--- src/rtl/pwm_deadtime.sv ---
`default_nettype none
// ============================================================================
// Module      : pwm_deadtime
// Description : Splits one PWM stream into a complementary high/low-side pair
//               with DEAD_CYCLES of both-off time before either drive turns on.
//               Optional latched fault shutdown via PWM_DEADTIME_FAULT_EN.
// Revision    : 1.0  initial release
// ============================================================================
module pwm_deadtime #(
    parameter int DEAD_CYCLES = 2,
    parameter int CNT_W       = 4
) (
    input  logic clk,
    input  logic reset,
    input  logic pwm_in,
    input  logic fault_in,
    output logic hs_out,
    output logic ls_out,
    output logic dt_active,
    output logic swallowed,
    output logic fault_out
);

    generate
        if (DEAD_CYCLES < 1 || DEAD_CYCLES >= (1 << CNT_W)) begin : g_bad_param
            $error("pwm_deadtime: DEAD_CYCLES must be in 1..2**CNT_W-1");
        end
    endgenerate

    localparam logic [2:0] c_idle  = 3'd0;
    localparam logic [2:0] c_dt_h  = 3'd1;
    localparam logic [2:0] c_high  = 3'd2;
    localparam logic [2:0] c_dt_l  = 3'd3;
    localparam logic [2:0] c_low   = 3'd4;
    localparam logic [2:0] c_fault = 3'd5;

    localparam logic [CNT_W-1:0] c_cnt_last = CNT_W'(DEAD_CYCLES - 1);

    logic [2:0]       r_state;
    logic [CNT_W-1:0] r_cnt;
    logic             r_hs;
    logic             r_ls;
    logic             r_dt;
    logic             r_swallowed;

`ifdef PWM_DEADTIME_FAULT_EN
    logic r_fault;
`else
    logic w_fault_unused;
    assign w_fault_unused = fault_in;
`endif

    always_ff @(posedge clk) begin
        if (reset) begin
            r_state     <= c_idle;
            r_cnt       <= '0;
            r_hs        <= 1'b0;
            r_ls        <= 1'b0;
            r_dt        <= 1'b0;
            r_swallowed <= 1'b0;
`ifdef PWM_DEADTIME_FAULT_EN
            r_fault     <= 1'b0;
`endif
        end else begin
            r_swallowed <= 1'b0;
`ifdef PWM_DEADTIME_FAULT_EN
            // Fault outranks every pwm_in transition and only reset clears it.
            if (fault_in || r_state == c_fault) begin
                r_state <= c_fault;
                r_hs    <= 1'b0;
                r_ls    <= 1'b0;
                r_dt    <= 1'b0;
                r_fault <= 1'b1;
            end else
`endif
            begin
                case (r_state)
                    c_idle: begin
                        r_cnt   <= '0;
                        r_dt    <= 1'b1;
                        r_state <= pwm_in ? c_dt_h : c_dt_l;
                    end
                    c_dt_h: begin
                        if (!pwm_in) begin
                            // Pulse too short: restart the opposite dead time from zero.
                            r_state     <= c_dt_l;
                            r_cnt       <= '0;
                            r_swallowed <= 1'b1;
                        end else if (r_cnt == c_cnt_last) begin
                            r_state <= c_high;
                            r_hs    <= 1'b1;
                            r_dt    <= 1'b0;
                        end else begin
                            r_cnt <= r_cnt + 1'b1;
                        end
                    end
                    c_high: begin
                        if (!pwm_in) begin
                            r_state <= c_dt_l;
                            r_cnt   <= '0;
                            r_hs    <= 1'b0;
                            r_dt    <= 1'b1;
                        end
                    end
                    c_dt_l: begin
                        if (pwm_in) begin
                            r_state     <= c_dt_h;
                            r_cnt       <= '0;
                            r_swallowed <= 1'b1;
                        end else if (r_cnt == c_cnt_last) begin
                            r_state <= c_low;
                            r_ls    <= 1'b1;
                            r_dt    <= 1'b0;
                        end else begin
                            r_cnt <= r_cnt + 1'b1;
                        end
                    end
                    c_low: begin
                        if (pwm_in) begin
                            r_state <= c_dt_h;
                            r_cnt   <= '0;
                            r_ls    <= 1'b0;
                            r_dt    <= 1'b1;
                        end
                    end
                    default: begin
                        r_state <= c_idle;
                        r_cnt   <= '0;
                        r_hs    <= 1'b0;
                        r_ls    <= 1'b0;
                        r_dt    <= 1'b0;
                    end
                endcase
            end
        end
    end

    assign hs_out    = r_hs;
    assign ls_out    = r_ls;
    assign dt_active = r_dt;
    assign swallowed = r_swallowed;
`ifdef PWM_DEADTIME_FAULT_EN
    assign fault_out = r_fault;
`else
    assign fault_out = 1'b0;
`endif

endmodule
`default_nettype wire
--- config.mk ---
export PLATFORM = sky130hd
export DESIGN_NAME = pwm_deadtime
export DESIGN_NICKNAME = d
export VERILOG_FILES = /design/src/rtl/pwm_deadtime.sv
export SDC_FILE = /design/constraint.sdc
export NUM_CORES = 1
export LEC_CHECK = 0
export ABC_CLOCK_PERIOD_IN_PS = 3600
export BUFFER_PORTS_ARGS = -buffer_cell sky130_fd_sc_hd__buf_2
export CELL_PAD_IN_SITES_DETAIL_PLACEMENT = 0
export CELL_PAD_IN_SITES_GLOBAL_PLACEMENT = 1
export CORE_MARGIN = 2
export CORE_UTILIZATION = 44
export DETAILED_ROUTE_END_ITERATION = 12
export PLACE_DENSITY = 0.85
export SYNTH_ARGS = -nofsm -noshare
export SYNTH_HDL_FRONTEND = slang
export SYNTH_SLANG_ARGS = --single-unit
--- constraint.sdc ---
create_clock -name clk -period 3.6 [get_ports clk]
set_input_delay 0.18 -clock clk [delete_from_list [all_inputs] [get_ports clk]]
set_output_delay 0.18 -clock clk [all_outputs]
set_load 0.005 [all_outputs]
==> impl_metrics.py, run 1 <==
metrics = {
    "run_status": {
        "status": "complete, no violations",
    },
    "setup_path": {
        "timing.rr.start": "r_state[0]$_SDFFE_PP0P_",
        "crit_path_end_kind": "flop",
        "path_max_fanout": 14,
        "crit_cells": 4,
        "worst-path-buf-inv": 0,
        "reg2reg_depth": 4,
        "critPathArrivalTime_ns": 1.73,
        "reg2reg_to": "r_cnt[0]$_SDFFE_PP0P_",
        "start_kind": "flop",
        "endpoint": "r_cnt[0]$_SDFFE_PP0P_",
        "slowest_stage": "dfxtp_1",
        "r2r_slack_ns": 2.02,
        "crit_start": "r_state[0]$_SDFFE_PP0P_",
        "path_cells": "and4bb_1 -> a21o_1 -> o21bai_1 -> nor2_1",
        "crit_required_ns": 3.76,
        "crit_path_max_incr_delay_ns": 0.59,
        "path_class": "flop to flop",
        "worst_path_dominant_cell_family": "flip-flops",
    },
    "cts": {
        "htree_levels": 1,
        "cts_resized": 0,
        "clk_pin_slew_ns": 0.07,
        "numCtsBuffers": 3,
        "clock_path_buffers": 2,
        "cts_hold_buf": 0,
        "clock_sinks": 11,
        "clk_latency_ns": 0.27,
        "cts_setup_buffers": 0,
        "cts_root_buf": "clkbuf_4",
        "cts_tree": "done",
    },
    "power_and_ir_drop": {
        "intPower_w": 0.000191,
        "power_leakage_nw": 0.287,
        "switching_share_pct": 28.7,
        "powerDensity_nw_per_um2": 385,
        "power_w": 0.000268,
        "power_frac_seq_pct": 51.5,
        "worst_ir_drop_vdd_v": 0.000228,
        "combPwrFrac_pct": 16.6,
        "clockPowerShare_pct": 32.0,
        "switching_power_w": 0.0000768,
    },
    "placement": {
        "dp_cells": 90,
        "place_ws_ns": 2.04,
        "port_buffers": 6,
        "routabilityCongestion": 0.745,
    },
    "route": {
        "vias_per_cell": 5.70,
        "wl_per_cell_um": 12.5,
        "dr.first_iter.drc_count": 13,
        "wirelength_mm": 1.18,
        "drt_first_pass_iters": 4,
        "ant_nets": 0,
        "drc_errors": 0,
        "vias": 536,
    },
    "grt": {
        "gr-usage-met3_pct": 2.55,
        "grtUsageMet2_pct": 23.6,
        "grt_pass1_wl_mm": 2.10,
        "grt_overflow": 0,
        "grt_antenna_before_repair": 0,
        "grt_max_degree": 15,
        "grt_pass1_vias": 471,
        "met1_usage_pct": 18.7,
        "grt_busiest_layer": "met2",
        "grt_use_total_pct": 15.3,
    },
    "synthesis": {
        "synth_top_cell_area_share_pct": 33.1,
        "synth_top_cells_by_area": "dfxtp_1 33%, nor2_1 5.1%, a21oi_1 3.8%, ha_1 3.8%, buf_6 3.4%",
        "ys_ff_latch": 11,
        "synth_common_cells": "11 x dfxtp_1, 9 x nor2_1, 5 x a21oi_1, 4 x nor3_1",
        "syn_inst": 74,
        "synth_cell_types": 38,
        "synth_area_um2": 666,
        "synth_warnings": 0,
        "yosysSeqAreaShare_pct": 33.1,
        "async_reset_ff_share_pct": 0,
        "synth_area_per_cell_um2": 9.00,
        "yosys.area.top_type": "dfxtp_1",
        "syn_nets": 80,
        "synth_ff_type": "dfxtp_1",
        "synth_edf_count": 0,
        "synth.most_common_cell": "dfxtp_1",
    },
    "sta": {
        "rsz0062_at_grt": "false",
        "fmax_mhz": 635,
        "skew_ns": 0.00442,
        "setup_tns_ns": 0,
        "finalSetupViolations": 0,
        "maxSlewViolCount": 0,
        "layout_min_cycle_time_ns": 1.58,
        "fin_crit_sh_pct": 43.8,
        "finalWorstSetupSlack_ns": 2.02,
        "hold_viol": 0,
    },
    "floorplan": {
        "boundaryPins": 9,
        "fp.dieH_um": 42.9,
        "start_util_pct": 45.8,
        "core_area_um2": 1450,
        "die_area_um2": 1840,
        "die_w_um": 42.9,
        "fp-row-count": 14,
    },
    "min_path": {
        "min_path_type": "input port to flop",
    },
    "layout": {
        "syn_to_final_growth_pct": 4.70,
        "layout.nets": 85,
        "diodes": 0,
        "final_cells": 94,
        "drive_gt1_share_pct": 17.9,
    },
    "flow_run": {
        "cap_violations": 0,
    },
}
[sequential cells by signal, summed over array words and instances, names as in the netlist]
register   flops
r_cnt          4
r_state        3
dt_active      1
hs_out         1
ls_out         1
swallowed      1
[cell type report]
type | count | area (um^2)
fill | 159 | 757
multi-input combinational | 55 | 393
sequential | 11 | 220
timing repair buffer | 6 | 30.0
clock buffer | 4 | 26.3
tap | 16 | 20.0
inverter | 2 | 7.51
[layout by cell type, fill, tap and decap left out, types with 2 or more instances in the layout]
cell	instances
a31oi_1	2
ha_1	2
a21o_1	2
a21oi_1	5
inv_1	2
nand2b_1	2
o21ai_0	3
nor2b_1	3
dfxtp_1	11
buf_2	6
clkbuf_4	3
nor2_1	9
nor3_1	4
[worst register-to-register path, delay by kind of cell (launching register included)]
kind	cells	cell delay [ns]
flip-flops	1	0.59
AO/OA/AOI/OAI	2	0.51
AND/OR/NAND/NOR	2	0.36
[power groups by stage]
stage | clock [W] | sequential [W] | combinational (W)
3_3_place_gp | 0 | 0.000141 | 0.0000437
2_1_floorplan | 0 | 0.000135 | 0.0000434
4_1_cts | 0.0000879 | 0.000138 | 0.0000449
6_report | 0.0000857 | 0.000138 | 0.0000444
3_5_place_dp | 0 | 0.000141 | 0.0000446
5_1_grt | 0.0000935 | 0.000139 | 0.0000500
[layer usage]
| layer | share of wire (%) | wire, um |
|---|---|---|
| met1 | 50 | 589 |
| met2 | 45 | 526 |
| met3 | 2.0 | 23 |
| met4 | 3.1 | 36 |
| met5 | 0 | 0 |
[stage by stage]
step                      hold slack [ns]  area [um^2]  util, %
final                               0.200          697     47.9
after global routing                0.216          697     47.9
after floorplan                     0.380          666        -
after global placement              0.458          671     46.1
after detailed placement            0.455          671     46.1
after CTS                           0.204          697     47.9
[cell families (layout without fill, tap and decap cells)]
logic type | after synthesis | after routing | synth area share, %
AO/OA/AOI/OAI | 21 | 21 | 23.1
adder cells (fa/ha/maj) | 2 | 2 | 3.76
multiplexers | 1 | 1 | 1.50
flip-flops | 11 | 11 | 33.1
XOR/XNOR | 2 | 2 | 2.63
other | 1 | 1 | 0.563
AND/OR/NAND/NOR | 28 | 28 | 27.4
buffers and inverters | 8 | 12 | 7.89
[worst min path at each step]
stage | start | to | slack [ns] | cells past startpoint
after floorplan | pwm_in | r_state[2]$_SDFFE_PP0P_ | 0.38 | 2
after CTS | reset | r_state[1]$_SDFFE_PP0P_ | 0.20 | 2
final | reset | r_state[1]$_SDFFE_PP0P_ | 0.20 | 2
after global placement | ls_out$_SDFFE_PP0P_ | ls_out$_SDFFE_PP0P_ | 0.46 | 2
after detailed placement | ls_out$_SDFFE_PP0P_ | ls_out$_SDFFE_PP0P_ | 0.45 | 2
after global routing | reset | r_state[2]$_SDFFE_PP0P_ | 0.22 | 2
No activity file was read; power rests on OpenSTA's default activity.
==> inputs of run 2 (changes only) <==
ABC_CLOCK_PERIOD_IN_PS = 1400   (was 3600)
CORE_UTILIZATION = 37   (was 44)
PLACE_DENSITY = 0.77   (was 0.85)
clock period = 1.4 ns   (was 3.6 ns; I/O delays follow)
==> run 2 against run 1 <==
Effect of this change: core utilization grew 4.3 points; worst setup slack got worse by 2.0 ns; non-clock buffer count increased by 15; sequential share of layout area shrank 6.2 points; first-iteration DRC count fell by 31%; die area rose by 17%; combinational power grew to 4.4 times the previous value; final cell count rose by 27%; power rose to 2.8 times the previous value; flip-flop and latch count unchanged; clock skew is 0.0026 ns higher.
==> impl_metrics.py, run 2 (synthesized netlist as in run 1, its figures left out) <==
metrics = {
    "route": {
        "ant_nets": 0,
        "dr.first_iter.drc_count": 9,
        "drc_errors": 0,
        "wirelength_mm": 1.46,
        "wl_per_cell_um": 12.3,
        "drt_first_pass_iters": 4,
        "vias": 612,
        "vias_per_cell": 5.14,
    },
    "setup_path": {
        "timing.rr.start": "r_cnt[1]$_SDFFE_PP0P_",
        "start_kind": "flop",
        "critPathArrivalTime_ns": 1.58,
        "crit_path_end_kind": "flop",
        "crit_required_ns": 1.59,
        "path_class": "flop to flop",
        "worst-path-buf-inv": 2,
        "reg2reg_to": "r_state[2]$_SDFFE_PP0P_",
        "crit_path_max_incr_delay_ns": 0.33,
        "path_max_fanout": 3,
        "slowest_stage": "dfxtp_2",
        "reg2reg_depth": 7,
        "path_cells": "inv_2 -> ha_4 -> nor3b_4 -> buf_4 -> and4b_1 -> a21oi_1 -> nor3_1",
        "worst_path_dominant_cell_family": "simple AND/OR/NAND/NOR gates",
        "r2r_slack_ns": 0.009,
    },
    "cts": {
        "clock_path_buffers": 2,
        "cts_tree": "done",
        "htree_levels": 1,
        "clk_pin_slew_ns": 0.08,
        "numCtsBuffers": 3,
        "clock_sinks": 11,
        "cts_root_buf": "clkbuf_4",
        "cts_hold_buf": 0,
        "clk_latency_ns": 0.28,
    },
    "layout": {
        "final_design_area_no_fill_um2": 892,
        "largest_register_ffs": 4,
        "layout.nets": 101,
        "top_regs": "r_cnt: 4 flops, r_state: 3 flops",
        "largest-register": "r_cnt",
        "layout_common_cells": "14 x buf_4, 9 x nor2_1, 6 x dfxtp_1, 6 x buf_2, 5 x dfxtp_2",
        "drive_gt1_share_pct": 45.7,
        "fillers": 155,
        "syn_to_final_growth_pct": 34.0,
        "fin_util_pct": 52.2,
        "diodes": 0,
        "final_common_cell": "buf_4",
    },
    "power_and_ir_drop": {
        "worst_ir_drop_vdd_v": 0.000674,
        "power_leakage_nw": 0.379,
        "power_w": 0.000759,
        "powerDensity_nw_per_um2": 850,
    },
    "min_path": {
        "min_to": "ls_out$_SDFFE_PP0P_",
        "min_path_type": "input port to flop",
        "min_from": "reset",
        "hold_depth": 2,
    },
    "floorplan": {
        "die_w_um": 46.4,
        "core_area_um2": 1710,
        "fp-row-count": 15,
        "start_util_pct": 39.0,
        "fp.dieH_um": 46.4,
        "die_area_um2": 2150,
        "boundaryPins": 9,
    },
    "placement": {
        "port_buffers": 6,
        "place_ws_ns": -0.0285,
        "routabilityCongestion": 0.732,
        "dpl_cell_area_um2": 773,
        "dp_hpwl_um": 940,
    },
    "sta": {
        "fin_crit_sh_pct": 99.4,
        "finalSetupViolations": 0,
        "layout_min_cycle_time_ns": 1.39,
        "maxSlewViolCount": 0,
        "hold_viol": 0,
        "fin_hold_ws_ns": 0.0916,
        "skew_ns": 0.00699,
        "fmax_mhz": 719,
        "finalWorstSetupSlack_ns": 0.00862,
        "rsz0062_at_grt": "true",
    },
    "grt": {
        "grt_pass1_vias": 510,
        "grt_use_total_pct": 14.6,
        "grt_overflow": 0,
        "grt_pass1_wl_mm": 2.19,
        "grt_max_degree": 13,
        "grt_antenna_before_repair": 0,
    },
    "flow_run": {
        "cap_violations": 0,
    },
    "run_status": {
        "status": "complete, no violations",
    },
}
## run 2: cell count changes in the layout (fill, tap and decap cells not counted), sizes merged
| cell | change |
|---|---|
| buf | +15 |
| clkbuf | -1 |
| clkinv | +1 |
| nor3b | +1 |
## run 2: area by class of cell
cell class                 instances  area (um^2)  share of cell area, %
sequential                        11          226                   25.4
inverter                           2         7.51                  0.842
clock buffer                       3         22.5                   2.52
tap                               25         31.3                   3.51
clock inverter                     1         5.00                  0.561
timing repair buffer              21          146                   16.4
multi-input combinational         56          453                   50.8
## run 2: worst register-to-register path, cell delays in order, from the launching register on
cell and delay, ns:
dfxtp_2 0.33, inv_2 0.06, ha_4 0.12, nor3b_4 0.26, buf_4 0.16, and4b_1 0.17, a21oi_1 0.05, nor3_1 0.16
## run 2: how the worst max path moves through the flow
stage	end	slack, ns	cells after the start	from
detailed placement	ls_out$_SDFFE_PP0P_	-0.03	5	r_cnt[1]$_SDFFE_PP0P_
CTS	r_cnt[2]$_SDFFE_PP0P_	-0.03	5	r_cnt[1]$_SDFFE_PP0P_
global placement	ls_out$_SDFFE_PP0P_	-0.01	5	r_cnt[1]$_SDFFE_PP0P_
finish	r_state[2]$_SDFFE_PP0P_	0.009	7	r_cnt[1]$_SDFFE_PP0P_
floorplan	r_cnt[2]$_SDFFE_PP0P_	0.02	5	r_cnt[1]$_SDFFE_PP0P_
global route	r_state[2]$_SDFFE_PP0P_	-0.11	7	r_cnt[1]$_SDFFE_PP0P_
## run 2: metal layers
layer | global-route usage (%) | up-vias | share of wire, %
met3 | 5.88 | 3 | 3.8
li1 | - | 307 | -
met5 | 0 | - | 0
met2 | 24.2 | 10 | 53
met1 | 17.4 | 292 | 43
met4 | 3.43 | 0 | 0.62
## run 2: where the power goes
| part | internal (W) | switching (W) |
|---|---|---|
| Clock | 0.000106 | 0.000114 |
| Sequential | 0.000331 | 0.0000130 |
| Combinational | 0.000102 | 0.0000929 |
| Total | 0.000539 | 0.000220 |
## run 2: stage by stage
step / setup TNS (ns) / std cells
2_1_floorplan: 0 / 74
4_1_cts: -0.0258 / 116
5_1_grt: -0.196 / 119
3_5_place_dp: -0.0915 / 111
6_report: 0 / 119
3_3_place_gp: -0.0131 / 111
## run 2: timing repair
| action | 4_1_cts | 5_1_grt |
|---|---|---|
| pin swaps | 2 | 8 |
| setup buffers | 0 | 3 |
| setup endpoints to repair | 5 | 7 |
| resized for setup | 4 | 14 |
| cloned | 1 | 0 |
